File: src/rtl/ahb_apb_bridge_p_pkg.sv
// Shared types for the parametrised AHB-Lite to APB3 bridge: FSM state
// encoding, HTRANS/HRESP codes and a transfer-type helper.
package ahb_apb_bridge_pkg;

  typedef enum logic [2:0] {
    ST_IDLE   = 3'd0,
    ST_WLATCH = 3'd1,
    ST_SETUP  = 3'd2,
    ST_ACCESS = 3'd3,
    ST_ERR1   = 3'd4,
    ST_ERR2   = 3'd5
  } bridge_state_e;

  localparam logic [1:0] HTRANS_IDLE   = 2'b00;
  localparam logic [1:0] HTRANS_BUSY   = 2'b01;
  localparam logic [1:0] HTRANS_NONSEQ = 2'b10;
  localparam logic [1:0] HTRANS_SEQ    = 2'b11;

  localparam logic HRESP_OKAY  = 1'b0;
  localparam logic HRESP_ERROR = 1'b1;

  // Only NONSEQ/SEQ carry a real transfer; IDLE/BUSY are ignored.
  function automatic logic htrans_active(input logic [1:0] htrans);
    logic v;
    case (htrans)
      HTRANS_NONSEQ, HTRANS_SEQ: v = 1'b1;
      HTRANS_IDLE, HTRANS_BUSY:  v = 1'b0;
      default:                   v = 1'b0;
    endcase
    return v;
  endfunction

endpackage

File: src/rtl/ahb_apb_bridge_p_if.sv
// Bus bundle for the bridge: AHB-Lite slave side plus APB3 master side.
// The slave modport is the bridge view, master is the surrounding system.
interface ahb_apb_bridge_p_if #(
  parameter int ADDR_W  = 32,
  parameter int DATA_W  = 32,
  parameter int NUM_SLV = 4
);
  logic                        hwrite;
  logic                        hreadyin;
  logic [1:0]                  htrans;
  logic [ADDR_W-1:0]           haddr;
  logic [DATA_W-1:0]           hwdata;
  logic                        hreadyout;
  logic                        hresp;
  logic [DATA_W-1:0]           hrdata;
  logic [ADDR_W-1:0]           paddr;
  logic [DATA_W-1:0]           pwdata;
  logic                        pwrite;
  logic [NUM_SLV-1:0]          psel;
  logic                        penable;
  logic [NUM_SLV*DATA_W-1:0]   prdata;
  logic [NUM_SLV-1:0]          pready;
  logic [NUM_SLV-1:0]          pslverr;

  modport slave (
    input  hwrite, hreadyin, htrans, haddr, hwdata, prdata, pready, pslverr,
    output hreadyout, hresp, hrdata, paddr, pwdata, pwrite, psel, penable
  );

  modport master (
    output hwrite, hreadyin, htrans, haddr, hwdata, prdata, pready, pslverr,
    input  hreadyout, hresp, hrdata, paddr, pwdata, pwrite, psel, penable
  );
endinterface

File: src/rtl/ahb_apb_bridge_p_apb_slv_decode.sv
// Combinational APB window decode: range check against the slave window,
// slave index from haddr and the matching one-hot select.
module apb_slv_decode
  import ahb_apb_bridge_pkg::*;
#(
  parameter int                ADDR_W    = 32,
  parameter int                NUM_SLV   = 4,
  parameter logic [ADDR_W-1:0] BASE_ADDR = 32'h8000_0000,
  parameter int                SLV_AW    = 12,
  parameter int                IDX_W     = (NUM_SLV > 1) ? $clog2(NUM_SLV) : 1
) (
  input  logic [ADDR_W-1:0]  i_haddr,
  output logic               o_in_range,
  output logic [IDX_W-1:0]   o_idx,
  output logic [NUM_SLV-1:0] o_onehot
);

  // One extra bit so a window touching the top of the address space cannot wrap.
  localparam logic [ADDR_W:0] WIN_LO = {1'b0, BASE_ADDR};
  localparam logic [ADDR_W:0] WIN_HI = WIN_LO + ((ADDR_W + 1)'(NUM_SLV) << SLV_AW);

  // Range check, index extraction and one-hot select.
  always_comb begin
    o_in_range = ({1'b0, i_haddr} >= WIN_LO) && ({1'b0, i_haddr} < WIN_HI);
    o_idx      = i_haddr[SLV_AW +: IDX_W];
    o_onehot   = '0;
    if (o_in_range) begin
      o_onehot[o_idx] = 1'b1;
    end else begin
      o_onehot = '0;
    end
  end

endmodule

File: src/rtl/ahb_apb_bridge_p.sv
// AHB-Lite slave to APB3 master bridge with per-slave wait states, error mapping
// and parametrised decode. Optional ACCESS timeout: define AHB_APB_TIMEOUT_EN.
module ahb_apb_bridge_p
  import ahb_apb_bridge_pkg::*;
#(
  parameter int                ADDR_W      = 32,
  parameter int                DATA_W      = 32,
  parameter int                NUM_SLV     = 4,
  parameter logic [ADDR_W-1:0] BASE_ADDR   = 32'h8000_0000,
  parameter int                SLV_AW      = 12,
  parameter int                TIMEOUT_CYC = 255
) (
  input logic              hclk,
  input logic              hresetn,
  ahb_apb_bridge_p_if.slave bus
);

  localparam int IDX_W = (NUM_SLV > 1) ? $clog2(NUM_SLV) : 1;

  if (NUM_SLV < 1 || NUM_SLV > 16 || TIMEOUT_CYC < 1) begin : g_bad_cfg
    $error("ahb_apb_bridge_p: NUM_SLV must be 1..16 and TIMEOUT_CYC at least 1");
  end

  bridge_state_e       r_state, w_state_nxt;
  logic [ADDR_W-1:0]   r_haddr, w_haddr_nxt;
  logic                r_hwrite, w_hwrite_nxt;
  logic [IDX_W-1:0]    r_idx, w_idx_nxt;
  logic [NUM_SLV-1:0]  r_oh, w_oh_nxt;
  logic                r_hreadyout, w_hreadyout_nxt;
  logic                r_hresp, w_hresp_nxt;
  logic [DATA_W-1:0]   r_hrdata, w_hrdata_nxt;
  logic [ADDR_W-1:0]   r_paddr, w_paddr_nxt;
  logic [DATA_W-1:0]   r_pwdata, w_pwdata_nxt;
  logic                r_pwrite, w_pwrite_nxt;
  logic [NUM_SLV-1:0]  r_psel, w_psel_nxt;
  logic                r_penable, w_penable_nxt;

  logic                w_dec_in_range;
  logic [IDX_W-1:0]    w_dec_idx;
  logic [NUM_SLV-1:0]  w_dec_oh;
  logic                w_accept;
  logic                w_sel_ready;
  logic                w_sel_err;

  apb_slv_decode #(
    .ADDR_W    (ADDR_W),
    .NUM_SLV   (NUM_SLV),
    .BASE_ADDR (BASE_ADDR),
    .SLV_AW    (SLV_AW),
    .IDX_W     (IDX_W)
  ) u_decode (
    .i_haddr    (bus.haddr),
    .o_in_range (w_dec_in_range),
    .o_idx      (w_dec_idx),
    .o_onehot   (w_dec_oh)
  );

  assign w_accept    = bus.hreadyin && htrans_active(bus.htrans) &&
                       ((r_state == ST_IDLE) || (r_state == ST_ERR2));
  // Only the selected slave's handshake matters; the rest are don't-care.
  assign w_sel_ready = bus.pready[r_idx];
  assign w_sel_err   = bus.pslverr[r_idx];

`ifdef AHB_APB_TIMEOUT_EN
  localparam int TMO_W = (TIMEOUT_CYC > 255) ? 16 : 8;
  logic [TMO_W-1:0] r_tmo_cnt, w_tmo_cnt_nxt;
  logic             w_tmo_hit;

  assign w_tmo_hit = (r_tmo_cnt == TMO_W'(TIMEOUT_CYC - 1));

  // Wait-cycle counter: counts stalled ACCESS cycles, zero everywhere else.
  always_comb begin
    w_tmo_cnt_nxt = '0;
    if ((r_state == ST_ACCESS) && (w_state_nxt == ST_ACCESS)) begin
      w_tmo_cnt_nxt = r_tmo_cnt + TMO_W'(1);
    end else begin
      w_tmo_cnt_nxt = '0;
    end
  end

  // Timeout counter register.
  always_ff @(posedge hclk or negedge hresetn) begin
    if (!hresetn) begin
      r_tmo_cnt <= '0;
    end else begin
      r_tmo_cnt <= w_tmo_cnt_nxt;
    end
  end
`endif

  // Next state plus the held address/data/read-data values.
  always_comb begin
    w_state_nxt  = r_state;
    w_haddr_nxt  = r_haddr;
    w_hwrite_nxt = r_hwrite;
    w_idx_nxt    = r_idx;
    w_oh_nxt     = r_oh;
    w_hrdata_nxt = r_hrdata;
    w_paddr_nxt  = r_paddr;
    w_pwdata_nxt = r_pwdata;
    w_pwrite_nxt = r_pwrite;
    if (w_accept) begin
      w_haddr_nxt  = bus.haddr;
      w_hwrite_nxt = bus.hwrite;
      w_idx_nxt    = w_dec_idx;
      w_oh_nxt     = w_dec_oh;
      if (!w_dec_in_range) begin
        w_state_nxt = ST_ERR1;
      end else if (bus.hwrite) begin
        w_state_nxt = ST_WLATCH;
      end else begin
        w_state_nxt  = ST_SETUP;
        w_paddr_nxt  = bus.haddr;
        w_pwrite_nxt = 1'b0;
      end
    end else begin
      case (r_state)
        ST_IDLE:   w_state_nxt = ST_IDLE;
        ST_ERR2:   w_state_nxt = ST_IDLE;
        ST_ERR1:   w_state_nxt = ST_ERR2;
        ST_SETUP:  w_state_nxt = ST_ACCESS;
        ST_WLATCH: begin
          w_state_nxt  = ST_SETUP;
          w_pwdata_nxt = bus.hwdata;
          w_paddr_nxt  = r_haddr;
          w_pwrite_nxt = 1'b1;
        end
        ST_ACCESS: begin
          if (w_sel_ready) begin
            if (w_sel_err) begin
              w_state_nxt = ST_ERR1;
            end else begin
              w_state_nxt = ST_IDLE;
              if (!r_hwrite) begin
                w_hrdata_nxt = bus.prdata[int'(r_idx) * DATA_W +: DATA_W];
              end else begin
                w_hrdata_nxt = r_hrdata;
              end
            end
          end else begin
`ifdef AHB_APB_TIMEOUT_EN
            if (w_tmo_hit) begin
              w_state_nxt = ST_ERR1;
            end else begin
              w_state_nxt = ST_ACCESS;
            end
`else
            w_state_nxt = ST_ACCESS;
`endif
          end
        end
        default: w_state_nxt = ST_IDLE;
      endcase
    end
  end

  // Handshake outputs are a function of the state being entered, so they register cleanly.
  always_comb begin
    w_hreadyout_nxt = 1'b1;
    w_hresp_nxt     = HRESP_OKAY;
    w_psel_nxt      = '0;
    w_penable_nxt   = 1'b0;
    case (w_state_nxt)
      ST_IDLE: begin
        w_hreadyout_nxt = 1'b1;
      end
      ST_WLATCH: begin
        w_hreadyout_nxt = 1'b0;
      end
      ST_SETUP: begin
        w_hreadyout_nxt = 1'b0;
        w_psel_nxt      = w_oh_nxt;
      end
      ST_ACCESS: begin
        w_hreadyout_nxt = 1'b0;
        w_psel_nxt      = w_oh_nxt;
        w_penable_nxt   = 1'b1;
      end
      ST_ERR1: begin
        w_hreadyout_nxt = 1'b0;
        w_hresp_nxt     = HRESP_ERROR;
      end
      ST_ERR2: begin
        w_hresp_nxt = HRESP_ERROR;
      end
      default: begin
        w_hreadyout_nxt = 1'b1;
      end
    endcase
  end

  // State and output registers.
  always_ff @(posedge hclk or negedge hresetn) begin
    if (!hresetn) begin
      r_state     <= ST_IDLE;
      r_haddr     <= '0;
      r_hwrite    <= 1'b0;
      r_idx       <= '0;
      r_oh        <= '0;
      r_hreadyout <= 1'b1;
      r_hresp     <= HRESP_OKAY;
      r_hrdata    <= '0;
      r_paddr     <= '0;
      r_pwdata    <= '0;
      r_pwrite    <= 1'b0;
      r_psel      <= '0;
      r_penable   <= 1'b0;
    end else begin
      r_state     <= w_state_nxt;
      r_haddr     <= w_haddr_nxt;
      r_hwrite    <= w_hwrite_nxt;
      r_idx       <= w_idx_nxt;
      r_oh        <= w_oh_nxt;
      r_hreadyout <= w_hreadyout_nxt;
      r_hresp     <= w_hresp_nxt;
      r_hrdata    <= w_hrdata_nxt;
      r_paddr     <= w_paddr_nxt;
      r_pwdata    <= w_pwdata_nxt;
      r_pwrite    <= w_pwrite_nxt;
      r_psel      <= w_psel_nxt;
      r_penable   <= w_penable_nxt;
    end
  end

  assign bus.hreadyout = r_hreadyout;
  assign bus.hresp     = r_hresp;
  assign bus.hrdata    = r_hrdata;
  assign bus.paddr     = r_paddr;
  assign bus.pwdata    = r_pwdata;
  assign bus.pwrite    = r_pwrite;
  assign bus.psel      = r_psel;
  assign bus.penable   = r_penable;

endmodule

File: src/flat_wrapper.sv
// flat-port wrapper written by rule: the top's interface ports become plain ports
module ahb_apb_bridge_p_flat import ahb_apb_bridge_pkg::*;
#(
  parameter int                ADDR_W      = 32,
  parameter int                DATA_W      = 32,
  parameter int                NUM_SLV     = 4,
  parameter logic [ADDR_W-1:0] BASE_ADDR   = 32'h8000_0000,
  parameter int                SLV_AW      = 12,
  parameter int                TIMEOUT_CYC = 255
)
  (hclk, hresetn, bus_hwrite, bus_hreadyin, bus_htrans, bus_haddr, bus_hwdata, bus_prdata, bus_pready, bus_pslverr, bus_hreadyout, bus_hresp, bus_hrdata, bus_paddr, bus_pwdata, bus_pwrite, bus_psel, bus_penable);
  ahb_apb_bridge_p_if #(.ADDR_W(ADDR_W), .DATA_W(DATA_W), .NUM_SLV(NUM_SLV)) bus_i ();
  input logic hclk;
  input logic hresetn;
  input wire logic [$bits(bus_i.hwrite)-1:0] bus_hwrite;
  input wire logic [$bits(bus_i.hreadyin)-1:0] bus_hreadyin;
  input wire logic [$bits(bus_i.htrans)-1:0] bus_htrans;
  input wire logic [$bits(bus_i.haddr)-1:0] bus_haddr;
  input wire logic [$bits(bus_i.hwdata)-1:0] bus_hwdata;
  input wire logic [$bits(bus_i.prdata)-1:0] bus_prdata;
  input wire logic [$bits(bus_i.pready)-1:0] bus_pready;
  input wire logic [$bits(bus_i.pslverr)-1:0] bus_pslverr;
  output wire logic [$bits(bus_i.hreadyout)-1:0] bus_hreadyout;
  output wire logic [$bits(bus_i.hresp)-1:0] bus_hresp;
  output wire logic [$bits(bus_i.hrdata)-1:0] bus_hrdata;
  output wire logic [$bits(bus_i.paddr)-1:0] bus_paddr;
  output wire logic [$bits(bus_i.pwdata)-1:0] bus_pwdata;
  output wire logic [$bits(bus_i.pwrite)-1:0] bus_pwrite;
  output wire logic [$bits(bus_i.psel)-1:0] bus_psel;
  output wire logic [$bits(bus_i.penable)-1:0] bus_penable;
  assign bus_i.hwrite = bus_hwrite;
  assign bus_i.hreadyin = bus_hreadyin;
  assign bus_i.htrans = bus_htrans;
  assign bus_i.haddr = bus_haddr;
  assign bus_i.hwdata = bus_hwdata;
  assign bus_i.prdata = bus_prdata;
  assign bus_i.pready = bus_pready;
  assign bus_i.pslverr = bus_pslverr;
  assign bus_hreadyout = bus_i.hreadyout;
  assign bus_hresp = bus_i.hresp;
  assign bus_hrdata = bus_i.hrdata;
  assign bus_paddr = bus_i.paddr;
  assign bus_pwdata = bus_i.pwdata;
  assign bus_pwrite = bus_i.pwrite;
  assign bus_psel = bus_i.psel;
  assign bus_penable = bus_i.penable;
  ahb_apb_bridge_p #(.ADDR_W(ADDR_W), .DATA_W(DATA_W), .NUM_SLV(NUM_SLV), .BASE_ADDR(BASE_ADDR), .SLV_AW(SLV_AW), .TIMEOUT_CYC(TIMEOUT_CYC)) u_core (.hclk(hclk), .hresetn(hresetn), .bus(bus_i));
endmodule
File: config.mk
export PLATFORM = sky130hd
export DESIGN_NAME = ahb_apb_bridge_p_flat
export DESIGN_NICKNAME = d
export VERILOG_FILES = /design/src/rtl/ahb_apb_bridge_p_pkg.sv /design/src/rtl/ahb_apb_bridge_p_if.sv /design/src/rtl/ahb_apb_bridge_p_apb_slv_decode.sv /design/src/rtl/ahb_apb_bridge_p.sv /design/src/flat_wrapper.sv
export SDC_FILE = /design/constraint.sdc
export NUM_CORES = 1
export LEC_CHECK = 0
export ABC_CLOCK_PERIOD_IN_PS = 4980
export BUFFER_PORTS_ARGS = -buffer_cell sky130_fd_sc_hd__buf_2
export CORE_UTILIZATION = 35
export CTS_BUF_LIST = sky130_fd_sc_hd__clkbuf_4 sky130_fd_sc_hd__clkbuf_8 sky130_fd_sc_hd__clkbuf_16
export CTS_CLUSTER_SIZE = 30
export DETAILED_ROUTE_END_ITERATION = 8
export GPL_ROUTABILITY_DRIVEN = 0
export PLACE_DENSITY = 0.65
export SYNTH_ARGS = -nofsm -noshare
export SYNTH_HDL_FRONTEND = slang
export SYNTH_HIERARCHICAL = 1
export SYNTH_SLANG_ARGS = --single-unit
File: constraint.sdc
create_clock -name hclk -period 4.98 [get_ports hclk]
set_clock_uncertainty 0.05 [all_clocks]
set_input_delay 0.249 -clock hclk [delete_from_list [all_inputs] [get_ports hclk]]
set_output_delay 0.249 -clock hclk [all_outputs]
set_load 0.05 [all_outputs]
==> summary.txt <==
Outcome
  • Result of the run: finished clean

Global routing
  • Initial antenna violation count: 2
  • Overall track demand over capacity in global routing: 17.7%
  • Largest net degree at the start of global routing: 101
  • Number of global-route vias before repair: 4879
  • Global-route wire length before repair: 25000 um
  • Total congestion overflow after global routing: 0

Critical path
  • Critical Path Sink Type: flop
  • Crit path DAT: 3.89 ns
  • Crit start category: flop
  • Crit Path Category: flop to flop
  • CP Data Required Time: 5.22 ns
  • Critical path fanouts, max: 36

CTS
  • Clock root cell: clkbuf_16
  • CTS buffer count: 17
  • Clock tree from TritonCTS: built
  • Number of H-tree levels: 4
  • Sinks on the clock net: 146
  • Longest Clk Path Bufs: 2
  • Register clock-pin slew on the reported worst setup and hold paths: 0.06 ns
  • Worst-skew pair later-pin latency: 0.42 ns

Finish
  • Post-layout utilization of the core: 50.4%
  • Growth of design area from synthesis to finish: 38.8%
  • Post-layout nets: 910
  • Fraction of final layout cells with drive strength greater than 1: 62.7%
  • ANT cells: 0
  • Design Area, Final: 8810 sq um

Timing
  • Final count of negative-setup-slack endpoints: 0
  • Worst slew pin tran: 0.990 ns
  • Slew HR: 34.0%
  • Final worst slack: 1.33 ns
  • Accumulated negative setup slack: 0 ns
  • Count of final hold-check violations: 0
  • Final-report max-slew violation count: 0
  • Fmax achieved: 0.274 GHz
  • RSZ-0062 raised after global routing: no
  • Post-route minimum period: 3.65 ns
  • Share of the clock period used by the worst path: 73.3%

Floorplanning
  • Floorplan core area: 17500 sq um
  • Die area: 18700 sq um
  • Starting density of the core: 36.3%
  • Width of the chip: 137 um
  • Num rows: 48
  • Die outline height: 137 um
  • Total I/O pin count: 310

Synthesis
  • Sequential share of the synthesized area: 57.6%
  • Number of register bits inferred by synthesis: 146
  • Count of cell types in the netlist: 32
  • Cell area after synthesis: 6340 sq um
  • Post-synthesis average cell area: 16.4 sq um
  • Cell count after synthesis: 386
  • Warnings, synthesis: 6
  • Post-synth net total: 592

Route
  • Routed length on met3: 1530 um
  • Total number of vias: 4542
  • Iteration-0 DRC count of the detailed router: 130
  • Avg WL per Cell: 17.6 um
  • Count of TritonRoute iterations in the first routing pass: 4
  • M1 wire length: 6280 um
  • Top layer used by detailed routing: met5
  • Number of design rule violations left after detail routing: 0
  • Met2 wire length: 8590 um
  • Vias per inst: 4.83
  • Post-DRT Antenna Nets: 0
  • Post-Route WL: 16600 um

Power and ir drop
  • Total power: 6.83 mW
  • Power Dens Cells: 775 nW/um^2
  • Switching portion of total power: 45.4%
  • Seq pwr share: 31.1%
  • Highest ir drop seen on vdd: 419 uV
  • Sw Pwr: 3.10 mW
  • Combinational fraction of design power: 50.6%
  • Internal power consumption: 3.73 mW
  • Leakage Power: 4.27 nW
  • Clock power frac: 18.3%

Placement
  • Placement-stage cell area: 8130 sq um
  • IO buf count: 308
  • Post-place setup slack: 1.26 ns
  • Detail Placement HPWL: 12200 um

Run
  • Number of violations of the max-capacitance limit: 0

Worst hold path
  • Type of the worst min-delay path: input port to flop
final timing paths:
path	cells past startpoint	slack (ns)	from	endpoint
worst max-delay path	6	1.33	u_core/r_idx[1]$_DFFE_PN0N_	u_core/bus.paddr[24]$_DFFE_PN0P_
worst min-delay path	2	0.02	bus_hwdata[18]	u_core/bus.pwdata[18]$_DFFE_PN0P_
worst max register to register	6	1.33	u_core/r_idx[1]$_DFFE_PN0N_	u_core/bus.paddr[24]$_DFFE_PN0P_
worst min register to register	1	0.42	u_core/bus.pwrite$_DFFE_PN0P_	u_core/bus.pwrite$_DFFE_PN0P_
max in group asynchronous	3	3.28	hresetn	u_core/bus.paddr[22]$_DFFE_PN0P_
min in group asynchronous	2	0.47	hresetn	u_core/bus.pwdata[22]$_DFFE_PN0P_
worst max-delay path, stage by stage (launching register included):
cell and delay [ns]:
dfrtp_2 0.97, mux2i_1 0.28, o22ai_1 0.18, a222oi_1 0.80, nand3b_2 0.48, buf_4 0.39, mux2_1 0.35
area by class of cell:
class | instances | area, sq um
clock inverter | 12 | 133
clock buffer | 19 | 447
tap | 225 | 282
inverter | 2 | 7.51
fill | 1559 | 8670
sequential | 146 | 3660
timing repair buffer | 323 | 1690
multi-input combinational | 214 | 2590
through the flow:
step | std cells | hold slack, ns
final | 941 | 0.0159
after detailed placement | 900 | 0.379
after CTS | 939 | 0.000203
after global routing | 941 | 0.00206
after global placement | 900 | 0.359
after floorplan | 386 | -0.0966
layout by cell type (no fill, tap or decap), drive strengths merged, types with 2 or more instances in the layout:
cell type and instances:
nand2 4, nor4b 3, clkinv 5, nor2 6, clkbuf 19, nor4 5, bufinv 2, clkinvlp 3
and2 4, mux4 33, dfrtp 145, dlygate4sd3 10, nor3 2, nand3 3, nand2b 4, a21o 2
mux2i 2, buf 313, a21oi 2, mux2 135, inv 4
cell families (layout without fill, tap and decap cells):
group | after synthesis | after routing | synth area share (%)
simple gates | 33 | 33 | 3.43
buf+inv | 26 | 356 | 1.74
mux | 170 | 170 | 36.0
compound gates | 11 | 11 | 1.22
flops | 146 | 146 | 57.6
layer usage:
| metal | vias to the layer above | global-route usage [%] |
|---|---|---|
| met5 | - | 0 |
| met4 | 2 | 5.06 |
| met3 | 13 | 6.59 |
| met2 | 198 | 31.2 |
| met1 | 2247 | 20.0 |
| li1 | 2082 | - |
sequential cells by signal, summed over array words and instances (netlist names), 2 cells and up:
name and count:
u_core/r_oh 4, u_core/r_state 3, u_core/r_haddr 32, u_core/bus.paddr 32, u_core/bus.hrdata 32, u_core/bus.pwdata 32
u_core/bus.psel 4, u_core/r_idx 2
power groups by stage:
stage               Sequential [mW]  Clock (mW)  Combinational, mW
detailed placement             2.15           0               3.49
global placement               2.11           0               3.41
finish                         2.12        1.25               3.46
CTS                            2.14        1.29               3.50
global route                   2.20        1.34               3.65
floorplan                      3.43           0               1.32
Yosys cell counts, drive strengths merged:
master | number | area [sq um]
dfrtp | 145 | 3630
mux2 | 135 | 1520
mux4 | 33 | 743
buf | 12 | 57.6
clkbuf | 12 | 45.0
nor2 | 6 | 22.5
nor4 | 5 | 37.5
and2 | 4 | 25.0
nand2 | 4 | 15.0
nand2b | 4 | 25.0
nand3 | 3 | 20.0
nor4b | 3 | 45.0
a21o | 2 | 15.0
a21oi | 2 | 10.0
inv | 2 | 7.51
mux2i | 2 | 20.0
nor3 | 2 | 10.0
a222oi | 1 | 10.0
a31oi | 1 | 6.26
a32oi | 1 | 8.76
dfstp | 1 | 26.3
nand3b | 1 | 11.3
nor2b | 1 | 6.26
o21ai | 1 | 5.00
o21bai | 1 | 7.51
o22ai | 1 | 6.26
o32ai | 1 | 8.76
timing repair:
item | 4_1_cts | 5_1_grt
buffers inserted | 0 | 0
hold buffers | 8 | 2
setup endpoints to repair | 0 | 0
hold endpoints to repair | 105 | 2
resized for setup | 0 | 0
Note: power is estimated with default switching activity, not from simulation.
